--- config.mk ---
export PLATFORM = sky130hd
export DESIGN_NAME = ad_tx
export DESIGN_NICKNAME = d
export VERILOG_FILES = /design/src/rtl/ad_tx.sv
export SDC_FILE = /design/constraint.sdc
export NUM_CORES = 1
export LEC_CHECK = 0
export ABC_AREA = 0
export CORE_MARGIN = 2
export CORE_UTILIZATION = 24
export CTS_CLUSTER_DIAMETER = 120
export CTS_CLUSTER_SIZE = 28
export DETAILED_ROUTE_END_ITERATION = 7
export HOLD_SLACK_MARGIN = 0.1
export PLACE_DENSITY = 0.44
export SLEW_MARGIN = 20
export SYNTH_ARGS = -nofsm -noshare
export SYNTH_HDL_FRONTEND = slang
export SYNTH_SLANG_ARGS = --single-unit
--- constraint.sdc ---
create_clock -name clk_sys -period 7 [get_ports clk_sys]
set_input_delay 1.4 -clock clk_sys [delete_from_list [all_inputs] [get_ports clk_sys]]
set_output_delay 1.4 -clock clk_sys [all_outputs]
set_load 0.02 [all_outputs]
--- src/rtl/ad_tx.sv ---
// AD sample transmitter: buffers samples in a small FIFO and shifts one out MSB-first
// per frame of an externally clocked reader (cs_n/sclk), all in the clk_sys domain.
module ad_tx #(
  parameter int unsigned DW    = 16,
  parameter int unsigned DEPTH = 4
) (
  input  logic                   clk_sys,
  input  logic                   rst,
  input  logic                   cs_n,
  input  logic                   sclk,
  output logic                   sdata,
  input  logic                   smp_wr,
  input  logic [DW-1:0]          smp_data,
  output logic                   smp_full,
  output logic [$clog2(DEPTH):0] smp_level,
  input  logic                   ramp_en,
  input  logic                   stat_clr,
  output logic                   underrun,
  output logic                   short_frame,
  output logic [15:0]            frame_cnt
);

  localparam int unsigned AW = $clog2(DEPTH);
  localparam int unsigned LW = AW + 1;
  localparam int unsigned CW = $clog2(DW + 1);

  typedef enum logic [1:0] {WAIT_HI, ARMED, SHIFT, DONE} state_t;

  state_t        state;
  logic [2:0]    cs_sync;
  logic [2:0]    sclk_sync;
  logic [1:0]    sync_age;
  logic [DW-1:0] shreg;
  logic [CW-1:0] bit_cnt;
  logic [DW-1:0] ramp;
  logic [DW-1:0] mem [DEPTH];
  logic [AW-1:0] rd_ptr;
  logic [AW-1:0] wr_ptr;

  logic          sync_ok_c;
  logic          cs_fall_c;
  logic          cs_rise_c;
  logic          sclk_fall_c;
  logic          start_c;
  logic          pop_c;
  logic          push_c;
  logic [LW-1:0] level_nxt_c;
  logic [DW-1:0] load_val_c;
  logic          underrun_set_c;
  logic          short_set_c;
  logic          frame_done_c;

  // Two-flop synchronisers plus a third copy for edge detection; the age counter
  // masks the forced-high reset values until the chain reflects the real pins.
  always_ff @(posedge clk_sys) begin
    if (rst) begin
      cs_sync   <= 3'b111;
      sclk_sync <= 3'b111;
      sync_age  <= 2'd0;
    end else begin
      cs_sync   <= {cs_sync[1:0], cs_n};
      sclk_sync <= {sclk_sync[1:0], sclk};
      if (sync_age != 2'd2) sync_age <= sync_age + 2'd1;
    end
  end

  always_comb begin
    sync_ok_c      = (sync_age == 2'd2);
    cs_fall_c      = cs_sync[2] & ~cs_sync[1];
    cs_rise_c      = ~cs_sync[2] & cs_sync[1];
    sclk_fall_c    = sclk_sync[2] & ~sclk_sync[1];
    start_c        = (state == ARMED) && cs_fall_c;
    pop_c          = start_c && (smp_level != '0);
    push_c         = smp_wr && (!smp_full || pop_c);
    level_nxt_c    = smp_level + LW'(push_c) - LW'(pop_c);
    load_val_c     = pop_c ? mem[rd_ptr] : (ramp_en ? ramp : '0);
    underrun_set_c = start_c && !pop_c;
    short_set_c    = (state == SHIFT) && cs_rise_c;
    frame_done_c   = (state == DONE) && cs_rise_c;
  end

  always_ff @(posedge clk_sys) begin
    if (push_c) mem[wr_ptr] <= smp_data;
  end

  // FIFO pointers and registered occupancy flags
  always_ff @(posedge clk_sys) begin
    if (rst) begin
      rd_ptr    <= '0;
      wr_ptr    <= '0;
      smp_level <= '0;
      smp_full  <= 1'b0;
    end else begin
      if (pop_c)  rd_ptr <= rd_ptr + AW'(1);
      if (push_c) wr_ptr <= wr_ptr + AW'(1);
      smp_level <= level_nxt_c;
      smp_full  <= (level_nxt_c == LW'(DEPTH));
    end
  end

  // Frame FSM; sdata is registered alongside the shift register so a pin edge
  // shows on sdata on the third clk_sys edge after it.
  always_ff @(posedge clk_sys) begin
    if (rst) begin
      state   <= WAIT_HI;
      sdata   <= 1'b0;
      shreg   <= '0;
      bit_cnt <= '0;
      ramp    <= '0;
    end else begin
      case (state)
        WAIT_HI: begin
          sdata <= 1'b0;
          if (sync_ok_c && cs_sync[1]) state <= ARMED;
        end
        ARMED: begin
          sdata <= 1'b0;
          if (cs_fall_c) begin
            shreg   <= load_val_c;
            sdata   <= load_val_c[DW-1];
            bit_cnt <= '0;
            state   <= SHIFT;
            if (!pop_c && ramp_en) ramp <= ramp + DW'(1);
          end
        end
        SHIFT: begin
          if (cs_rise_c) begin
            sdata <= 1'b0;
            state <= ARMED;
          end else if (sclk_fall_c) begin
            shreg   <= {shreg[DW-2:0], 1'b0};
            bit_cnt <= bit_cnt + CW'(1);
            if (bit_cnt == CW'(DW - 1)) begin
              sdata <= 1'b0;
              state <= DONE;
            end else begin
              sdata <= shreg[DW-2];
            end
          end
        end
        DONE: begin
          sdata <= 1'b0;
          if (cs_rise_c) state <= ARMED;
        end
        default: begin
          sdata <= 1'b0;
          state <= WAIT_HI;
        end
      endcase
    end
  end

  // Sticky status; a set event in the same cycle as stat_clr wins.
  always_ff @(posedge clk_sys) begin
    if (rst) begin
      underrun    <= 1'b0;
      short_frame <= 1'b0;
      frame_cnt   <= '0;
    end else begin
      underrun    <= underrun_set_c | (underrun & ~stat_clr);
      short_frame <= short_set_c | (short_frame & ~stat_clr);
      if (frame_done_c)  frame_cnt <= stat_clr ? 16'd1 : frame_cnt + 16'd1;
      else if (stat_clr) frame_cnt <= '0;
    end
  end

endmodule

==> results of run 1 <==
-- worst reg2reg max path: cells and delay by family (launching register included) --
family / cells / cell delay (ns)
AO/OA/AOI/OAI: 1 / 0.34
adder cells (fa/ha/maj): 4 / 1.14
buffers and inverters: 3 / 0.23
flip-flops: 1 / 0.34
AND/OR/NAND/NOR: 3 / 0.86
-- metal layers --
layer	vias up	track usage, %	part of all wire [%]
met5	-	0	0
li1	1941	-	-
met1	1937	12.8	46
met4	0	3.49	1.2
met3	13	3.08	4.0
met2	74	17.5	49
-- stage by stage --
stage / power, mW / hold slack, ns / setup WS, ns / instance area (um^2)
2_1_floorplan: 1.13 / 0.389 / 4.05 / 5950
6_report: 2.07 / 0.412 / 3.90 / 7270
3_3_place_gp: 1.21 / 0.399 / 3.48 / 6700
5_1_grt: 2.18 / 0.427 / 3.73 / 7270
3_5_place_dp: 1.22 / 0.396 / 3.41 / 6700
4_1_cts: 2.11 / 0.416 / 3.88 / 7270
-- Yosys cell counts, types with 10 or more instances --
library cell	instances
xor2_1	15
nor3_1	14
dfxtp_1	75
clkbuf_1	17
nand3_1	18
a221o_1	10
mux4_2	16
xnor2_1	19
nand4_1	13
a31oi_1	14
inv_1	26
a21oi_1	27
edfxtp_1	64
ha_1	16
nor2_1	56
nand2_1	43
-- worst max-delay path by stage --
stage | slack (ns) | endpoint
6_report | 3.90 | smp_full$_SDFF_PP0_
5_1_grt | 3.73 | smp_full$_SDFF_PP0_
4_1_cts | 3.88 | smp_full$_SDFF_PP0_
3_5_place_dp | 3.41 | smp_full$_SDFF_PP0_
3_3_place_gp | 3.48 | smp_full$_SDFF_PP0_
2_1_floorplan | 4.05 | smp_full$_SDFF_PP0_
-- cells by family after synthesis --
logic type / share of synthesized area [%]
simple gates: 15.7
flops: 57.5
compound gates: 7.46
buf+inv: 3.91
xor+xnor: 5.00
mux: 6.75
fa+ha+maj: 3.70
-- area by class of cell --
type                            instances  area [um^2]  share of cell area (%)
Antenna cell                            1         2.50                  0.0344
Clock buffer                           17          425                    5.85
Clock inverter                         15          151                    2.08
Inverter                               27          101                    1.39
Multi-Input combinational cell        328         2300                    31.6
Sequential cell                       139         3420                    47.1
Tap cell                              324          405                    5.57
Timing Repair Buffer                   48          468                    6.43
-- state kept, by name (all words and copies together), names as in the netlist, 3 cells and up, named ones only --
| name | flops |
|---|---|
| bit_cnt | 5 |
| frame_cnt | 16 |
| sclk_sync | 3 |
| smp_level | 3 |
| mem | 64 |
| shreg | 15 |
| cs_sync | 3 |
| ramp | 16 |
-- where the power goes --
group / switching [mW] / internal, mW
logic: 0.151 / 0.102
registers: 0.0254 / 0.912
clock network: 0.379 / 0.503
total: 0.556 / 1.52
==> impl_summary.log, run 1 <==
INFO  metric result_of_the_run = finished clean
INFO  metric syn_avg_cell_area = 11.4 um^2
INFO  metric first_global_vias = 4,059
INFO  metric initial_standard_cell_utilization_of_the_core = 24.5%
INFO  metric timing.reg2reg.worst_path_depth = 11
INFO  metric wl_per_cell = 14.1 um
INFO  metric rsz0062_at_grt = false
INFO  metric max_freq = 0.322 GHz
INFO  metric route.detailed.drc = 0
INFO  metric cts_tree = done
INFO  metric design.core.area = 24,300 um^2
INFO  metric finalCritPeriodShare = 44.3%
INFO  metric die_width = 161 um
INFO  metric power_density = 285 nW/um^2
INFO  metric placement.io_buffers = 45
INFO  metric nFillCells = 2,482
INFO  metric max_slew_headroom = 34.1%
INFO  metric synthesis.instances = 521
INFO  metric worst_hold_path.num_cells = 1
INFO  metric critical_path_arrival = 3.43 ns
INFO  metric synth.cell_area = 5950 um^2
INFO  metric first_pass_grt_wire_length = 21.0 mm
INFO  metric rrSetupSlack = 4.01 ns
INFO  metric critPathCaptureType = flip-flop
INFO  metric synth.lib_cells_used.distinct = 49
INFO  metric cts.repair_timing.setup_buffer_count = 0
INFO  metric report.final.setup_viol = 0
INFO  metric area_growth = 22.2%
INFO  metric die_height = 161 um
INFO  metric post_route_cells_drive_above_1_share = 11.3%
INFO  metric hp-start = sclk_sync[0]$_SDFF_PP1_
INFO  metric total_die_area = 26,100 um^2
INFO  metric holdPathEnd = sclk_sync[1]$_SDFF_PP1_
INFO  metric cts-buffers-inserted = 17
INFO  metric crit_start = smp_wr
INFO  metric dp_hpwl = 8.50 mm
INFO  metric final_cell_mix = dfxtp_1 (75), edfxtp_1 (64), nor2_1 (56), clkdlybuf4s50_1 (44), nand2_1 (43)
INFO  metric post_synth_arst_share = 0%
INFO  metric total_global_routing_overflow = 0
INFO  metric final-instance-count-excl-fill = 899
INFO  metric ios = 46
INFO  metric total_number_of_clock_tree_sinks = 139
INFO  metric worst-setup-path-type = in2reg
INFO  metric tightestPinTransition = 0.989 ns
INFO  metric timing.critical_path.slowest_cell_delay = 0.45 ns
INFO  metric clk_path_buf_depth = 2
INFO  metric finalNetCount = 601
INFO  metric totalWireLength = 12.7 mm
INFO  metric globalRouteTotalUtil = 10.4%
INFO  metric fin_worst_skew = 0.00918 ns
INFO  metric drv.max_cap_violation_count = 0
INFO  metric yosys_warnings = 0
INFO  metric dominant_register_cell_in_the_synthesized_netlist = dfxtp_1
INFO  metric final_max_slew_viol_count = 0
INFO  metric r2r_end = smp_full$_SDFF_PP0_
INFO  metric drt-vias-per-instance = 4.41
INFO  metric synth_seq_area_share = 57.5%
INFO  metric worst_path_dominant_cell_family = adder cells
INFO  metric synth.largest_area_cell = edfxtp_1
INFO  metric startpoint_class = primary input
INFO  metric reg2reg_from = state[1]$_SDFFE_PP0P_
INFO  metric yosys.area.top_type_share = 32.3%
INFO  metric initial_antenna_violation_count = 0
INFO  metric cts-root-buf = clkbuf_16
INFO  metric placedCellCount = 866
INFO  metric core.rowCount = 57
INFO  metric critical_path_top_delay_cell = clkdlybuf4s50_1
INFO  metric detailed_routing_iterations_pass_1 = 7
INFO  metric largest_net_degree_at_the_start_of_global_routing = 62
INFO  metric detailed_route_via_count = 3,965
INFO  metric post-route-util = 29.9%
INFO  metric timing.critical_path.cells = clkdlybuf4s50_1, a21boi_2, inv_1, ha_1, inv_1, ha_1, fa_1, nor4_1
INFO  metric gp_routability_congestion = 0.765
INFO  metric htreeDepth = 4
INFO  metric synthesis.nets = 561
INFO  metric number_of_hold_slack_violations_in_the_final_timing_report = 0
INFO  metric insertion_delay = 0.42 ns
INFO  metric final.setup.tns = 0 ns
INFO  metric first_iter_violations = 163
INFO  metric post_cts_resized = 0
INFO  metric maximum_vdd_drop = 0.128 mV
INFO  metric post_synthesis_sequential_element_count = 139
INFO  metric critical_path_depth = 8
INFO  metric min-delay-path-class = reg2reg
INFO  metric worst-path-max-fanout = 7
INFO  metric ctsHoldBuffers = 0
INFO  metric critPathRequiredTime = 7.33 ns
INFO  metric mostFrequentLayoutCell = dfxtp_1
INFO  metric p_leak = 2.34 nW
INFO  metric synth_edf_count = 64
INFO  metric finalWorstPathRequiredPeriod = 3.10 ns
INFO  metric antenna_left = 0
INFO  metric clk_transition_reported_paths = 0.06 ns
INFO  metric worstPathBufferInverterCount = 3
INFO  metric synth_top_cells_by_area = edfxtp_1 (32%), dfxtp_1 (25%), mux4_2 (6.1%)
Note: power is estimated with default switching activity, not from simulation.
==> run 2: changes to the inputs <==
Settings changed: PLACE_DENSITY 0.44 to 0.45.
Clock period 7 ns to 2.65 ns, I/O delays scaled along.
==> run 2 against run 1 <==
Effect of this change:
- setup slack got worse by 3.7 ns
- critical endpoint unchanged
- clock-buffer cell count unchanged
- sequential cell count unchanged
- critical path type is now reg2reg
- critical path depth grew 3
- largest cell class unchanged
- die area unchanged
- sequential share of layout area down 0.95 points
- via count rose by 2.1%
==> impl_summary.log, run 2 (synthesis results as in run 1) <==
INFO  metric p_leak = 2.43 nW (was 2.34 nW)
INFO  metric detailed_route_via_count = 4,050 (was 3,965)
INFO  metric cts.repair_timing.setup_buffer_count = 0 (unchanged)
INFO  metric total_number_of_clock_tree_sinks = 139 (unchanged)
INFO  metric insertion_delay = 0.42 ns (about the same)
INFO  metric wl_per_cell = 13.9 um (was 14.1 um)
INFO  metric internal_power_summed_over_all_cells = 4.00 mW (was 1.52 mW)
INFO  metric totalWireLength = 12.7 mm (about the same)
INFO  metric worst-setup-path-type = reg2reg (was in2reg)
INFO  metric globalRouteTotalUtil = 10.3% (was 10.4%)
INFO  metric number_of_hold_slack_violations_in_the_final_timing_report = 0 (unchanged)
INFO  metric post_route_cells_drive_above_1_share = 13.9% (was 11.3%)
INFO  metric ctsHoldBuffers = 0 (unchanged)
INFO  metric worstPathBufferInverterCount = 3 (unchanged)
INFO  metric cts-buffers-inserted = 17 (unchanged)
INFO  metric finalCritPeriodShare = 93.1%
INFO  metric ios = 46 (unchanged)
INFO  metric area_growth = 24.7% (was 22.2%)
INFO  metric core.rowCount = 57 (unchanged)
INFO  metric timing.critical_path.slowest_cell_delay = 0.48 ns (was 0.45 ns)
INFO  metric worst_hold_slack = 0.412 ns (about the same)
INFO  metric first_pass_grt_wire_length = 21.1 mm (was 21.0 mm)
INFO  metric max_freq = 0.405 GHz
INFO  metric p_seq_share = 44.4% (was 45.2%)
INFO  metric drv.max_cap_violation_count = 0 (unchanged)
INFO  metric total_global_routing_overflow = 0 (unchanged)
INFO  metric critPathRequiredTime = 2.98 ns (was 7.33 ns)
INFO  metric fin_worst_skew = 0.0133 ns (was 0.00918 ns)
INFO  metric worst_hold_path.num_cells = 1 (unchanged)
INFO  metric placedCellCount = 881 (was 866)
INFO  metric first_global_vias = 4,094 (was 4,059)
INFO  metric final_max_slew_viol_count = 0 (unchanged)
INFO  metric final-instance-count-excl-fill = 913 (was 899)
INFO  metric n_antenna_cell = 0 (was 1)
INFO  metric p_clk_share = 42.2% (was 42.6%)
INFO  metric finalWorstPathRequiredPeriod = 2.47 ns
INFO  metric critical_path_arrival = 2.80 ns (was 3.43 ns)
INFO  metric largest_register_ffs = 64 (unchanged)
INFO  metric report.final.setup_viol = 0 (unchanged)
INFO  metric cts_tree = done (unchanged)
INFO  metric clk_transition_reported_paths = 0.07 ns (was 0.06 ns)
INFO  metric dp_hpwl = 8.66 mm (was 8.50 mm)
INFO  metric largest_net_degree_at_the_start_of_global_routing = 35 (was 62)
INFO  metric critical_path_top_delay_cell = fa_1 (was clkdlybuf4s50_1)
INFO  metric combPwrFrac = 13.4% (was 12.2%)
INFO  metric design_power_total = 5.57 mW (was 2.07 mW)
INFO  metric detailed_routing_iterations_pass_1 = 4 (was 7)
INFO  metric reg2reg_from = state[1]$_SDFFE_PP0P_ (unchanged)
INFO  metric critPathCaptureType = flip-flop (unchanged)
INFO  metric timing.critical_path.cells = inv_1, ha_1, and3b_2, nand2_8, a21boi_4, inv_1, ha_1, inv_1, ha_1, fa_1, nor4_2 (was clkdlybuf4s50_1, a21boi_2, inv_1, ha_1, inv_1, ha_1, fa_1, nor4_1)
INFO  metric layout_top_registers = mem (64), frame_cnt (16), ramp (16) (unchanged)
INFO  metric clk_path_buf_depth = 2 (unchanged)
INFO  metric design.core.area = 24,300 um^2 (unchanged)
INFO  metric timing.reg2reg.worst_path_depth = 11 (unchanged)
INFO  metric die_height = 161 um (unchanged)
INFO  metric gp_routability_congestion = 0.801 (was 0.765)
INFO  metric startpoint_class = flip-flop (was primary input)
INFO  metric cts-root-buf = clkbuf_16 (unchanged)
INFO  metric finalNetCount = 616 (was 601)
INFO  metric hp-start = cs_sync[0]$_SDFF_PP1_ (was sclk_sync[0]$_SDFF_PP1_)
INFO  metric die_width = 161 um (unchanged)
INFO  metric rrSetupSlack = 0.18 ns (was 4.01 ns)
INFO  metric first_iter_violations = 215 (was 163)
INFO  metric worst-path-max-fanout = 4 (was 7)
INFO  metric initial_standard_cell_utilization_of_the_core = 24.5% (unchanged)
INFO  metric drt-vias-per-instance = 4.44 (was 4.41)
INFO  metric nFillCells = 2,452 (was 2,482)
INFO  metric setup_slack = 0.183 ns (was 3.90 ns)
INFO  metric maximum_vdd_drop = 0.382 mV (was 0.128 mV)
INFO  metric final_cell_mix = dfxtp_1 (75), edfxtp_1 (64), nor2_1 (56), clkdlybuf4s50_1 (44), nand2_1 (43) (unchanged)
INFO  metric worst_path_dominant_cell_family = adder cells (unchanged)
INFO  metric tightestPinTransition = 0.582 ns (was 0.989 ns)
INFO  metric antenna_left = 0 (unchanged)
INFO  metric placement.io_buffers = 45 (unchanged)
INFO  metric holdPathEnd = cs_sync[1]$_SDFF_PP1_ (was sclk_sync[1]$_SDFF_PP1_)
INFO  metric power_density = 750 nW/um^2 (was 285 nW/um^2)
INFO  metric regMostFlops = mem (unchanged)
INFO  metric power_switching_share = 28.1% (was 26.8%)
INFO  metric route.detailed.drc = 0 (unchanged)
INFO  metric initial_antenna_violation_count = 0 (unchanged)
INFO  metric result_of_the_run = finished clean (unchanged)
INFO  metric min-delay-path-class = reg2reg (unchanged)
INFO  metric r2r_end = smp_full$_SDFF_PP0_ (unchanged)
INFO  metric max_slew_headroom = 60.9% (was 34.1%)
INFO  metric switching_power = 1.56 mW (was 556 uW)
INFO  metric worst_slack_at_placement = 0.123 ns (was 3.41 ns)
INFO  metric total_die_area = 26,100 um^2 (unchanged)
INFO  metric mostFrequentLayoutCell = dfxtp_1 (unchanged)
INFO  metric htreeDepth = 4 (unchanged)
-- run 2: power by group through the flow --
stage               registers (mW)  clock network (mW)  logic, mW
finish                        2.47                2.35      0.744
global route                  2.49                2.51      0.828
CTS                           2.47                2.43      0.749
detailed placement            2.52                   0      0.746
global placement              2.51                   0      0.732
floorplan                     2.53                   0      0.464
-- run 2: how the worst max path moves through the flow --
stage | startpoint | to | slack [ns] | cells past startpoint
floorplan | state[1]$_SDFFE_PP0P_ | smp_full$_SDFF_PP0_ | 0.04 | 13
global placement | smp_wr | smp_full$_SDFF_PP0_ | 0.17 | 8
detailed placement | smp_wr | smp_full$_SDFF_PP0_ | 0.12 | 8
CTS | state[1]$_SDFFE_PP0P_ | smp_full$_SDFF_PP0_ | 0.13 | 11
global route | state[1]$_SDFFE_PP0P_ | smp_full$_SDFF_PP0_ | -0.01 | 11
finish | state[1]$_SDFFE_PP0P_ | smp_full$_SDFF_PP0_ | 0.18 | 11
-- run 2: layer usage --
layer	GRT usage, %	wire length [um]	vias up
met1	12.9	5940	1990
met3	2.75	534	11
met5	0	0	-
met2	16.9	6130	82
li1	-	-	1967
met4	3.98	130	0
-- run 2: cell type report --
class | instances | area, um^2 | share of cell area (%)
Multi-Input combinational cell | 328 | 2310 | 31.1
Clock buffer | 17 | 425 | 5.73
Tap cell | 324 | 405 | 5.46
Clock inverter | 15 | 176 | 2.38
Timing Repair Buffer | 63 | 581 | 7.82
Sequential cell | 139 | 3420 | 46.1
Inverter | 27 | 101 | 1.37
-- run 2: worst register-to-register path, delay by kind of cell (launching register included) --
| family | cells | cell delay (ns) |
|---|---|---|
| AOI/OAI and AO/OA | 1 | 0.15 |
| adders and majority gates | 4 | 1.09 |
| buffers and inverters | 3 | 0.20 |
| DFF | 1 | 0.34 |
| and+or+nand+nor | 3 | 0.60 |
-- run 2: per-stage QoR --
step	setup TNS, ns	utilization (%)	area (um^2)
finish	0	30.5	7420
floorplan	0	-	5960
detailed placement	0	28.0	6820
global placement	0	28.0	6820
CTS	0	30.5	7420
global route	-0.0148	30.5	7420
-- run 2: what timing repair did --
item	4_1_cts	5_1_grt
gates resized for setup	0	2
setup endpoints to repair	0	2
hold endpoints to repair	0	0
